### src/rtl/ushr_pkg.sv
// Shared definitions for the universal shift register: operation codes and the mode type.
package ushr_pkg;

    localparam int unsigned MODE_W = 3;

    typedef logic [MODE_W-1:0] mode_t;

    localparam mode_t MODE_HOLD = 3'b000;
    localparam mode_t MODE_LOAD = 3'b001;
    localparam mode_t MODE_SHL  = 3'b010;
    localparam mode_t MODE_SHR  = 3'b011;
    localparam mode_t MODE_ROL  = 3'b100;
    localparam mode_t MODE_ROR  = 3'b101;
    localparam mode_t MODE_ASR  = 3'b110;
    localparam mode_t MODE_CLR  = 3'b111;

    // True for every mode that moves bits and advances the shift counter.
    function automatic logic is_shift(input mode_t m);
        return (m == MODE_SHL) || (m == MODE_SHR) || (m == MODE_ROL) ||
               (m == MODE_ROR) || (m == MODE_ASR);
    endfunction

endpackage

### src/rtl/ushr_if.sv
// Control/data bundle of the universal shift register; master drives operations, slave is the register.
interface ushr_if
    import ushr_pkg::*;
#(
    parameter int unsigned WIDTH = 8
);
    localparam int unsigned CNT_W = $clog2(WIDTH + 1);

    logic             en;
    mode_t            mode;
    logic [WIDTH-1:0] di;
    logic             sin_l;
    logic             sin_r;
    logic [WIDTH-1:0] dout;
    logic             sout;
    logic [CNT_W-1:0] cnt;
    logic             drained;
    logic             parity;

    modport master (
        output en, mode, di, sin_l, sin_r,
        input  dout, sout, cnt, drained, parity
    );

    modport slave (
        input  en, mode, di, sin_l, sin_r,
        output dout, sout, cnt, drained, parity
    );

endinterface

### src/rtl/ushr_cell.sv
// One bit of the universal shift register: 8:1 next-value mux plus a sync-reset flop.
module ushr_cell
    import ushr_pkg::*;
#(
    parameter logic RST_BIT = 1'b0
) (
    input  logic  clk,
    input  logic  reset,
    input  logic  en,
    input  mode_t mode,
    input  logic  load_d,
    input  logic  shl_d,
    input  logic  shr_d,
    input  logic  rol_d,
    input  logic  ror_d,
    input  logic  asr_d,
    output logic  q
);

    logic nxt_c;

    always_comb begin
        nxt_c = q;
        if (en) begin
            case (mode)
                MODE_HOLD: nxt_c = q;
                MODE_LOAD: nxt_c = load_d;
                MODE_SHL:  nxt_c = shl_d;
                MODE_SHR:  nxt_c = shr_d;
                MODE_ROL:  nxt_c = rol_d;
                MODE_ROR:  nxt_c = ror_d;
                MODE_ASR:  nxt_c = asr_d;
                MODE_CLR:  nxt_c = 1'b0;
                default:   nxt_c = q;
            endcase
        end
    end

    always_ff @(posedge clk) begin
        if (reset) q <= RST_BIT;
        else       q <= nxt_c;
    end

endmodule

### src/rtl/univ_shift_reg.sv
// Parametrised universal register with serial I/O and a saturating shift counter.
// Optional registered parity of the contents is enabled with `define USHR_PARITY_EN.
module univ_shift_reg
    import ushr_pkg::*;
#(
    parameter int unsigned      WIDTH     = 8,
    parameter logic [WIDTH-1:0] RESET_VAL = '0
) (
    input  logic    clk,
    input  logic    reset,
    ushr_if.slave   bus
);

    localparam int unsigned CNT_W = $clog2(WIDTH + 1);

    logic [WIDTH-1:0] q;
    logic             sout_q;
    logic             sout_nxt;
    logic [CNT_W-1:0] cnt_q;
    logic [CNT_W-1:0] cnt_nxt;

    // Edge bits take serial inputs or wrap-around sources; inner bits take their neighbours.
    for (genvar i = 0; i < WIDTH; i++) begin : g_bit
        logic shl_d, shr_d, rol_d, ror_d, asr_d;

        if (i == 0) begin : g_lo_edge
            assign shl_d = bus.sin_l;
            assign rol_d = q[WIDTH-1];
        end else begin : g_lo_inner
            assign shl_d = q[i-1];
            assign rol_d = q[i-1];
        end

        if (i == WIDTH - 1) begin : g_hi_edge
            assign shr_d = bus.sin_r;
            assign ror_d = q[0];
            assign asr_d = q[WIDTH-1];
        end else begin : g_hi_inner
            assign shr_d = q[i+1];
            assign ror_d = q[i+1];
            assign asr_d = q[i+1];
        end

        ushr_cell #(
            .RST_BIT (RESET_VAL[i])
        ) u_cell (
            .clk    (clk),
            .reset  (reset),
            .en     (bus.en),
            .mode   (bus.mode),
            .load_d (bus.di[i]),
            .shl_d  (shl_d),
            .shr_d  (shr_d),
            .rol_d  (rol_d),
            .ror_d  (ror_d),
            .asr_d  (asr_d),
            .q      (q[i])
        );
    end

    // Serial-out bit and shift counter next state.
    always_comb begin
        sout_nxt = sout_q;
        cnt_nxt  = cnt_q;
        if (bus.en) begin
            case (bus.mode)
                MODE_LOAD, MODE_CLR: begin
                    sout_nxt = 1'b0;
                    cnt_nxt  = '0;
                end
                MODE_SHL, MODE_ROL: sout_nxt = q[WIDTH-1];
                MODE_SHR, MODE_ROR, MODE_ASR: sout_nxt = q[0];
                default: sout_nxt = sout_q;
            endcase
            if (is_shift(bus.mode) && (cnt_q != CNT_W'(WIDTH)))
                cnt_nxt = cnt_q + CNT_W'(1);
        end
    end

    always_ff @(posedge clk) begin
        if (reset) begin
            sout_q <= 1'b0;
            cnt_q  <= '0;
        end else begin
            sout_q <= sout_nxt;
            cnt_q  <= cnt_nxt;
        end
    end

`ifdef USHR_PARITY_EN
    logic parity_q;
    logic parity_nxt;

    // Parity of the next contents, derived incrementally from the bits entering and leaving.
    always_comb begin
        parity_nxt = parity_q;
        if (bus.en) begin
            case (bus.mode)
                MODE_LOAD: parity_nxt = ^bus.di;
                MODE_SHL:  parity_nxt = parity_q ^ q[WIDTH-1] ^ bus.sin_l;
                MODE_SHR:  parity_nxt = parity_q ^ q[0] ^ bus.sin_r;
                MODE_ASR:  parity_nxt = parity_q ^ q[0] ^ q[WIDTH-1];
                MODE_CLR:  parity_nxt = 1'b0;
                default:   parity_nxt = parity_q;
            endcase
        end
    end

    always_ff @(posedge clk) begin
        if (reset) parity_q <= ^RESET_VAL;
        else       parity_q <= parity_nxt;
    end

    assign bus.parity = parity_q;
`else
    assign bus.parity = 1'b0;
`endif

    assign bus.dout    = q;
    assign bus.sout    = sout_q;
    assign bus.cnt     = cnt_q;
    assign bus.drained = (cnt_q == CNT_W'(WIDTH));

endmodule

### src/flat_wrapper.sv
// flat-port wrapper written by rule: the top's interface ports become plain ports
module univ_shift_reg_flat import ushr_pkg::*;
#(
    parameter int unsigned      WIDTH     = 8,
    parameter logic [WIDTH-1:0] RESET_VAL = '0
)
  (clk, reset, bus_en, bus_mode, bus_di, bus_sin_l, bus_sin_r, bus_dout, bus_sout, bus_cnt, bus_drained, bus_parity);
  ushr_if #(.WIDTH(WIDTH)) bus_i ();
  input  logic clk;
  input  logic reset;
  input wire logic [$bits(bus_i.en)-1:0] bus_en;
  input wire logic [$bits(bus_i.mode)-1:0] bus_mode;
  input wire logic [$bits(bus_i.di)-1:0] bus_di;
  input wire logic [$bits(bus_i.sin_l)-1:0] bus_sin_l;
  input wire logic [$bits(bus_i.sin_r)-1:0] bus_sin_r;
  output wire logic [$bits(bus_i.dout)-1:0] bus_dout;
  output wire logic [$bits(bus_i.sout)-1:0] bus_sout;
  output wire logic [$bits(bus_i.cnt)-1:0] bus_cnt;
  output wire logic [$bits(bus_i.drained)-1:0] bus_drained;
  output wire logic [$bits(bus_i.parity)-1:0] bus_parity;
  assign bus_i.en = bus_en;
  assign bus_i.mode = bus_mode;
  assign bus_i.di = bus_di;
  assign bus_i.sin_l = bus_sin_l;
  assign bus_i.sin_r = bus_sin_r;
  assign bus_dout = bus_i.dout;
  assign bus_sout = bus_i.sout;
  assign bus_cnt = bus_i.cnt;
  assign bus_drained = bus_i.drained;
  assign bus_parity = bus_i.parity;
  univ_shift_reg #(.WIDTH(WIDTH), .RESET_VAL(RESET_VAL)) u_core (.clk(clk), .reset(reset), .bus(bus_i));
endmodule
### config.mk
export PLATFORM = sky130hd
export DESIGN_NAME = univ_shift_reg_flat
export DESIGN_NICKNAME = d
export VERILOG_FILES = /design/src/rtl/ushr_pkg.sv /design/src/rtl/ushr_if.sv /design/src/rtl/ushr_cell.sv /design/src/rtl/univ_shift_reg.sv /design/src/flat_wrapper.sv
export SDC_FILE = /design/constraint.sdc
export NUM_CORES = 1
export LEC_CHECK = 0
export CAP_MARGIN = 30
export CORE_UTILIZATION = 40
export CTS_BUF_LIST = sky130_fd_sc_hd__clkbuf_2 sky130_fd_sc_hd__clkbuf_4 sky130_fd_sc_hd__clkbuf_8
export DETAILED_ROUTE_END_ITERATION = 6
export PLACE_DENSITY = 0.73
export SYNTH_ARGS = -nofsm -noshare
export SYNTH_HDL_FRONTEND = slang
export SYNTH_SLANG_ARGS = --single-unit
export TNS_END_PERCENT = 1
### constraint.sdc
create_clock -name clk -period 3.56 [get_ports clk]
set_input_delay 0.356 -clock clk [delete_from_list [all_inputs] [get_ports clk]]
set_output_delay 0.356 -clock clk [all_outputs]
set_load 0.02 [all_outputs]
==> metrics.md, run 1 <==
| Metric | Value |
|---|---|
| Max layer used | met4 |
| Worst-path maximum fanout | 19 |
| Core area | 2300 um2 |
| Synth async-reset ratio | 0% |
| Worst-Skew Late Latency | 270 ps |
| # fillers | 217 |
| Area growth from synthesis to layout | 23.0% |
| Run status | complete, no violations |
| Initial Utilization | 44.2% |
| Final Slew Violations | 0 |
| Worst Clk Skew | 1.80 ps |
| Metal3 WL | 121 um |
| Total Wirelength | 2120 um |
| Area leader, netlist | dfxtp_1 |
| Metal2 WL | 935 um |
| Clk sinks | 13 |
| DRT iter0 DRCs | 10 |
| Post-synthesis mux area share | 11.8% |
| # IOs | 31 |
| Largest net degree at the start of global routing | 20 |
| Yosys Warn Count | 0 |
| Tcrit/Tclk final | 59.8% |
| Top delay family on crit path | buffers and inverters |
| Longest Clk Path Bufs | 2 |
| Chip width | 52.4 um |
| Layout Cells excl Fill | 165 |
| First-pass GRT wire length | 3450 um |
| Worst R2R Setup Slack | 2060 ps |
| Worst-case vdd ir drop | 0.190 mV |
| Buf+Inv Stages, Crit Path | 1 |
| Met1 Wirelength | 1050 um |
| Post-DP HPWL | 1550 um |
| RSZ-0062 raised after global routing | no |
| Slew headroom | 39.6% |
| Combinational family with the most area after synthesis | compound AO/OA/AOI/OAI gates |
| Max Cap Viol | 0 |
| I/O Buffers | 29 |
| CP Cell Sequence | clkdlybuf4s50_1 -> and3b_1 -> o211ai_4 -> o21ba_1 -> a311oi_2 |
| Post-CTS resize count | 0 |
| Placed insts | 161 |
| Synth top area cells | dfxtp_1 (26%), mux2i_1 (12%), buf_4 (7.4%) |
| Mapped Area | 1020 um2 |
| Fin crit period | 2130 ps |
| WL per Instance | 12.8 um |
| TritonCTS clock tree | built |
| Clock Root Buffer | clkbuf_4 |
| Post-synthesis simple-gate area fraction | 14.8% |
| Initial antenna violation count | 0 |
| Synthesized net count | 140 |
| Required @ worst endpoint | 3750 ps |
| Share of cells above drive strength 1 | 5.84% |
| Die area | 2750 um2 |
| N_diodes | 0 |
| Sum Neg Setup Slack | 0 ps |
| DRT antenna net count | 0 |
| Vias/cell | 5.37 |
| Final Hold Vio Count | 0 |
| Post-CTS setup buffer count | 0 |
| Final net count | 157 |
| Post-synth EDFFs | 0 |
| DRC viols | 0 |
| Gr ovfl total | 0 |
| Post-layout util | 54.4% |
| Number of global-route vias before repair | 761 |
| Worst slew pin tran | 899 ps |
| Post-synthesis register bit count | 13 |
| Cell Area, Placed | 1220 um2 |
| Post-Syn Instances | 121 |
| Design Area, Final | 1250 um2 |
| Slowest stage cell, crit path | clkdlybuf4s50_1 |
| Register area share after synthesis | 25.6% |
| Die outline height | 52.4 um |
| Setup-failing EPs final | 0 |
| Syn Area/Cell | 8.40 um2 |
| Crit. End Element | register |
| Hold_buf cts | 0 |
| Std-Cell Rows | 17 |
| Compound-Gate Fraction of Synth Area | 27.6% |
| Crit path largest cell delay | 780 ps |
| Leak pwr | 0.469 nW |
| Via Count | 886 |
| HP Class | reg -> reg |
| Total GRT Usage | 16.9% |
| H-Tree Depth | 1 |
| Critical path launch point type | input port |
| Clock transition at path regs | 80 ps |
| Adder-Cell Fraction of Synth Area | 3.69% |
| Critical path arrival | 2320 ps |
| Pre-antenna DRT Iters | 4 |
| Setup CP Type | in -> reg |
| Dominant synthesized flop cell | dfxtp_1 |
| Pwr dens | 286 nW/um2 |
| Share of the synthesized area in the top cell type | 25.6% |
| Netlist cell types | 38 |
| Fmax achieved | 469 MHz |
| Num CTS Buffers | 3 |
| Xor/xnor share of the synthesized area | 0.862% |
| Gpl congestion | 0.819 |
[path summary, 6_finish.rpt]
kind | startpoint | end | depth (start not counted)
worst min-delay path | u_core.g_bit[1].u_cell.q$_SDFFE_PP0P_ | u_core.g_bit[1].u_cell.q$_SDFFE_PP0P_ | 2
worst max-delay path | bus_mode[0] | u_core.bus.cnt[2]$_SDFFE_PP0P_ | 5
worst max register to register | u_core.bus.cnt[0]$_SDFFE_PP0P_ | u_core.bus.cnt[2]$_SDFFE_PP0P_ | 6
worst min register to register | u_core.g_bit[1].u_cell.q$_SDFFE_PP0P_ | u_core.g_bit[1].u_cell.q$_SDFFE_PP0P_ | 2
[registers in the layout, summed over array words and instances, names as in the netlist]
name and cells:
u_core.g_bit.u_cell.q 8, u_core.bus.cnt 4, u_core.bus.sout 1
[Yosys cell counts (2+ instances only)]
cell type,number
buf_4,10
nand3_1,5
inv_1,7
nand2b_1,3
ha_1,3
a21oi_1,5
nand3b_1,3
mux2i_1,12
inv_2,2
nand2_1,10
o2bb2ai_1,6
buf_6,2
nor2b_1,2
buf_2,4
nor3b_1,2
o21ai_0,2
o21bai_1,2
o21ai_1,8
dfxtp_1,13
o31ai_1,2
[report_power, final]
group          leakage, nW  switching, mW  internal (mW)
logic                0.345         0.0501         0.0481
registers            0.106        0.00795          0.152
clock network       0.0184         0.0487         0.0510
[cells in the final DEF (no fill, tap or decap), types with 2 or more instances in the layout]
cell             synthesis  final
a21oi_1                  5      5
clkbuf_4                 0      4
clkdlybuf4s50_1          0     29
dfxtp_1                 13     13
ha_1                     3      3
inv_1                    7      7
inv_2                    2      2
mux2i_1                 12     12
nand2_1                 10     10
nand2b_1                 3      3
nand3_1                  5      5
nand3b_1                 3      3
nor2b_1                  2      2
nor3b_1                  2      2
o21ai_0                  2      2
o21ai_1                  8      8
o21bai_1                 2      2
o2bb2ai_1                6      6
o31ai_1                  2      2
[routing by layer]
| metal | vias to the layer above | track usage [%] |
|---|---|---|
| met1 | 404 | 24.3 |
| met2 | 19 | 23.0 |
| met4 | 0 | 8.33 |
| met5 | - | 0 |
| met3 | 2 | 4.06 |
| li1 | 461 | - |
[worst reg2reg max path, delay by kind of cell (launching register included)]
kind            cells  cell delay, ps
compound gates      3             560
fa+ha+maj           1             220
buf+inv             1              80
flops               1             400
simple gates        1             160
[through the flow]
stage | total power [mW] | hold slack [ps] | setup slack (ps)
global route | 0.380 | 520 | 1230
floorplan | 0.231 | 424 | 1980
global placement | 0.259 | 477 | 1210
CTS | 0.359 | 500 | 1450
detailed placement | 0.260 | 489 | 1160
finish | 0.358 | 500 | 1430
[logic make-up (layout without fill, tap and decap cells)]
family                   Yosys count  count (layout)
flip-flops                        13              13
AO/OA/AOI/OAI                     37              37
XOR/XNOR                           1               1
AND/OR/NAND/NOR                   28              28
other                              1               1
adder cells (fa/ha/maj)            3               3
multiplexers                      12              12
buffers and inverters             26              42
[cell type report]
class                   count  area, um2  share of cell area (%)
clock buffers               4       30.0                    2.40
flip-flops and latches     13        260                    20.8
multi-input cells          82        601                    48.0
repair buffers             29        290                    23.2
inverters                   9       33.8                    2.70
well taps                  28       35.0                    2.80
Note: power is estimated with default switching activity, not from simulation.
==> run 2: changes to the inputs <==
- clock period: 3.56 -> 2.17 ns (I/O delays scaled with it)
==> run 2 against run 1 <==
Worst setup slack worse by 1200 ps. Via count is 3.7% higher. Global-route usage is 2.6 points higher. Wire length is 7.2% higher. Combinational power is 77% higher. Utilization is 2.5 points higher. First-iteration DRC count is 70% higher. Critical path depth stayed put. Design area is 4.6% higher. Non-clock buffer count is 8 higher. Final cell count is 4.8% higher. Critical endpoint is now bus_drained.
==> metrics.md, run 2 (synthesized netlist as in run 1, its figures left out) <==
| Metric | Value |
|---|---|
| Largest net degree at the start of global routing | 12 (was 20) |
| Clk sinks | 13 (unchanged) |
| Worst Clk Skew | 6.05 ps (was 1.80 ps) |
| Leak pwr | 0.508 nW (was 0.469 nW) |
| Post-CTS setup buffer count | 0 (unchanged) |
| Fmax achieved | 510 MHz |
| Commonest non-fill, non-tap cell in the layout | clkdlybuf4s50_1 (unchanged) |
| Final Hold Vio Count | 0 (unchanged) |
| Multi-input gate area | 601 um2 (unchanged) |
| Buf+Inv Stages, Crit Path | 3 (was 1) |
| First-pass GRT wire length | 3890 um (was 3450 um) |
| Tot Pwr | 603 uW (was 358 uW) |
| Post-layout util | 56.9% (was 54.4%) |
| H-Tree Depth | 1 (unchanged) |
| Std-Cell Rows | 17 (unchanged) |
| CP endpoint | bus_drained (was u_core.bus.cnt[2]$_SDFFE_PP0P_) |
| Most used cell along the critical path | inv_1 |
| Num CTS Buffers | 3 (unchanged) |
| DRT antenna net count | 0 (unchanged) |
| # fillers | 231 (was 217) |
| WHS Path Cells | 2 (unchanged) |
| Slowest stage cell, crit path | clkdlybuf4s50_1 (unchanged) |
| Critical path arrival | 1740 ps (was 2320 ps) |
| Reg2Reg Depth | 6 (unchanged) |
| Run status | complete, no violations (unchanged) |
| Levels on crit path | 5 (unchanged) |
| Fin crit period | 1960 ps |
| Initial Utilization | 44.2% (unchanged) |
| Chip width | 52.4 um (unchanged) |
| Post-CTS resize count | 0 (unchanged) |
| Final net count | 165 (was 157) |
| Pwr dens | 461 nW/um2 (was 286 nW/um2) |
| Worst R2R Setup Slack | 680 ps (was 2060 ps) |
| Number of global-route vias before repair | 817 (was 761) |
| R2R Path Start | u_core.bus.cnt[0]$_SDFFE_PP0P_ (unchanged) |
| Longest Clk Path Bufs | 2 (unchanged) |
| Tcrit/Tclk final | 90.4% |
| Total GRT Usage | 19.5% (was 16.9%) |
| Total Wirelength | 2270 um (was 2120 um) |
| Pre-antenna DRT Iters | 4 (unchanged) |
| Cell Area, Placed | 1280 um2 (was 1220 um2) |
| Clock Root Buffer | clkbuf_4 (unchanged) |
| Worst-Skew Late Latency | 290 ps (was 270 ps) |
| Core area | 2300 um2 (unchanged) |
| Worst-case vdd ir drop | 0.405 mV (was 0.190 mV) |
| Worst reg2reg endpoint | u_core.bus.cnt[2]$_SDFFE_PP0P_ (unchanged) |
| Gpl congestion | 0.796 (was 0.819) |
| DRC viols | 0 (unchanged) |
| Largest Register | u_core.g_bit.u_cell.q (unchanged) |
| Vias/cell | 5.31 (was 5.37) |
| Critical path launch point type | register (was input port) |
| Design Area, Final | 1310 um2 (was 1250 um2) |
| Gr ovfl total | 0 (unchanged) |
| Setup CP Type | reg -> out (was in -> reg) |
| Via Count | 919 (was 886) |
| Share of cells above drive strength 1 | 11.0% (was 5.84%) |
| Worst setup startpoint | u_core.bus.cnt[0]$_SDFFE_PP0P_ (was bus_mode[0]) |
| Max Cap Viol | 0 (unchanged) |
| # IOs | 31 (unchanged) |
| Worst-path maximum fanout | 5 (was 19) |
| N_diodes | 0 (unchanged) |
| Setup-failing EPs final | 0 (unchanged) |
| Hold_buf cts | 0 (unchanged) |
| TritonCTS clock tree | built (unchanged) |
| Die outline height | 52.4 um (unchanged) |
| WL per Instance | 13.1 um (was 12.8 um) |
| Crit. End Element | output port (was register) |
| HP Class | reg -> reg (unchanged) |
| Area growth from synthesis to layout | 28.7% (was 23.0%) |
| RSZ-0062 raised after global routing | no (unchanged) |
| FF+latch area | 260 um2 (unchanged) |
| CP Cell Sequence | inv_1 -> ha_1 -> nand3b_1 -> inv_1 -> clkdlybuf4s50_1 (was clkdlybuf4s50_1 -> and3b_1 -> o211ai_4 -> o21ba_1 -> a311oi_2) |
| Post-DP HPWL | 1650 um (was 1550 um) |
| I/O Buffers | 29 (unchanged) |
| Initial antenna violation count | 0 (unchanged) |
| DRT iter0 DRCs | 17 (was 10) |
| Required @ worst endpoint | 1950 ps (was 3750 ps) |
| Most frequent cells in the layout | clkdlybuf4s50_1 (29), dfxtp_1 (13), mux2i_1 (12) (unchanged) |
| Max reg flops | 8 (unchanged) |
| Sum Neg Setup Slack | 0 ps (unchanged) |
| Clock transition at path regs | 100 ps (was 80 ps) |
| Final Slew Violations | 0 (unchanged) |
| Die area | 2750 um2 (unchanged) |
| Top delay family on crit path | buffers and inverters (unchanged) |
| Crit path largest cell delay | 530 ps (was 780 ps) |
run 2: cell types whose count changed in the layout (fill, tap and decap cells not counted):
| cell | delta |
|---|---|
| clkinv_2 | +1 |
| clkbuf_4 | -1 |
| buf_4 | +8 |
run 2: final cells by class:
| type | count | area share, % |
|---|---|---|
| inverters | 9 | 2.58 |
| clock buffers | 3 | 1.72 |
| well taps | 28 | 2.68 |
| clock inverters | 1 | 0.383 |
| multi-input cells | 82 | 45.9 |
| flip-flops and latches | 13 | 19.9 |
| repair buffers | 37 | 26.8 |
run 2: per-stage QoR:
step,worst slack (ps),hold WS [ps],std cells
after floorplan,669,285,121
after global placement,335,482,169
final,209,499,173
after CTS,191,505,173
after detailed placement,271,491,169
after global routing,80.9,534,173
run 2: power breakdown:
part           internal [mW]  switching, mW  total [mW]
combinational         0.0891         0.0853       0.174
clock                 0.0686         0.0978       0.166
sequential             0.249         0.0126       0.262
run 2: worst min-delay path by stage:
stage                                           from                                     to  slack [ps]
4_1_cts        u_core.g_bit[3].u_cell.q$_SDFFE_PP0P_  u_core.g_bit[3].u_cell.q$_SDFFE_PP0P_         510
6_report       u_core.g_bit[1].u_cell.q$_SDFFE_PP0P_  u_core.g_bit[1].u_cell.q$_SDFFE_PP0P_         500
3_3_place_gp   u_core.g_bit[1].u_cell.q$_SDFFE_PP0P_  u_core.g_bit[1].u_cell.q$_SDFFE_PP0P_         480
3_5_place_dp   u_core.g_bit[1].u_cell.q$_SDFFE_PP0P_  u_core.g_bit[1].u_cell.q$_SDFFE_PP0P_         490
5_1_grt        u_core.g_bit[1].u_cell.q$_SDFFE_PP0P_  u_core.g_bit[1].u_cell.q$_SDFFE_PP0P_         530
2_1_floorplan                                  reset         u_core.bus.cnt[2]$_SDFFE_PP0P_         280
run 2: layer usage:
layer / global-route usage, % / routed length (um) / share of wire, % / up-vias
met5: 0 / 0 / 0 / -
met4: 7.89 / 34 / 1.5 / 0
met3: 6.09 / 117 / 5.1 / 5
met2: 28.1 / 981 / 43 / 22
met1: 26.6 / 1140 / 50 / 417
li1: - / - / - / 475
run 2: tightest hold or removal path, delay by kind of cell (launching register included):
| kind | cells | cell delay (ps) |
|---|---|---|
| AND/OR/NAND/NOR | 1 | 60 |
| flip-flops | 1 | 350 |
| AO/OA/AOI/OAI | 1 | 50 |
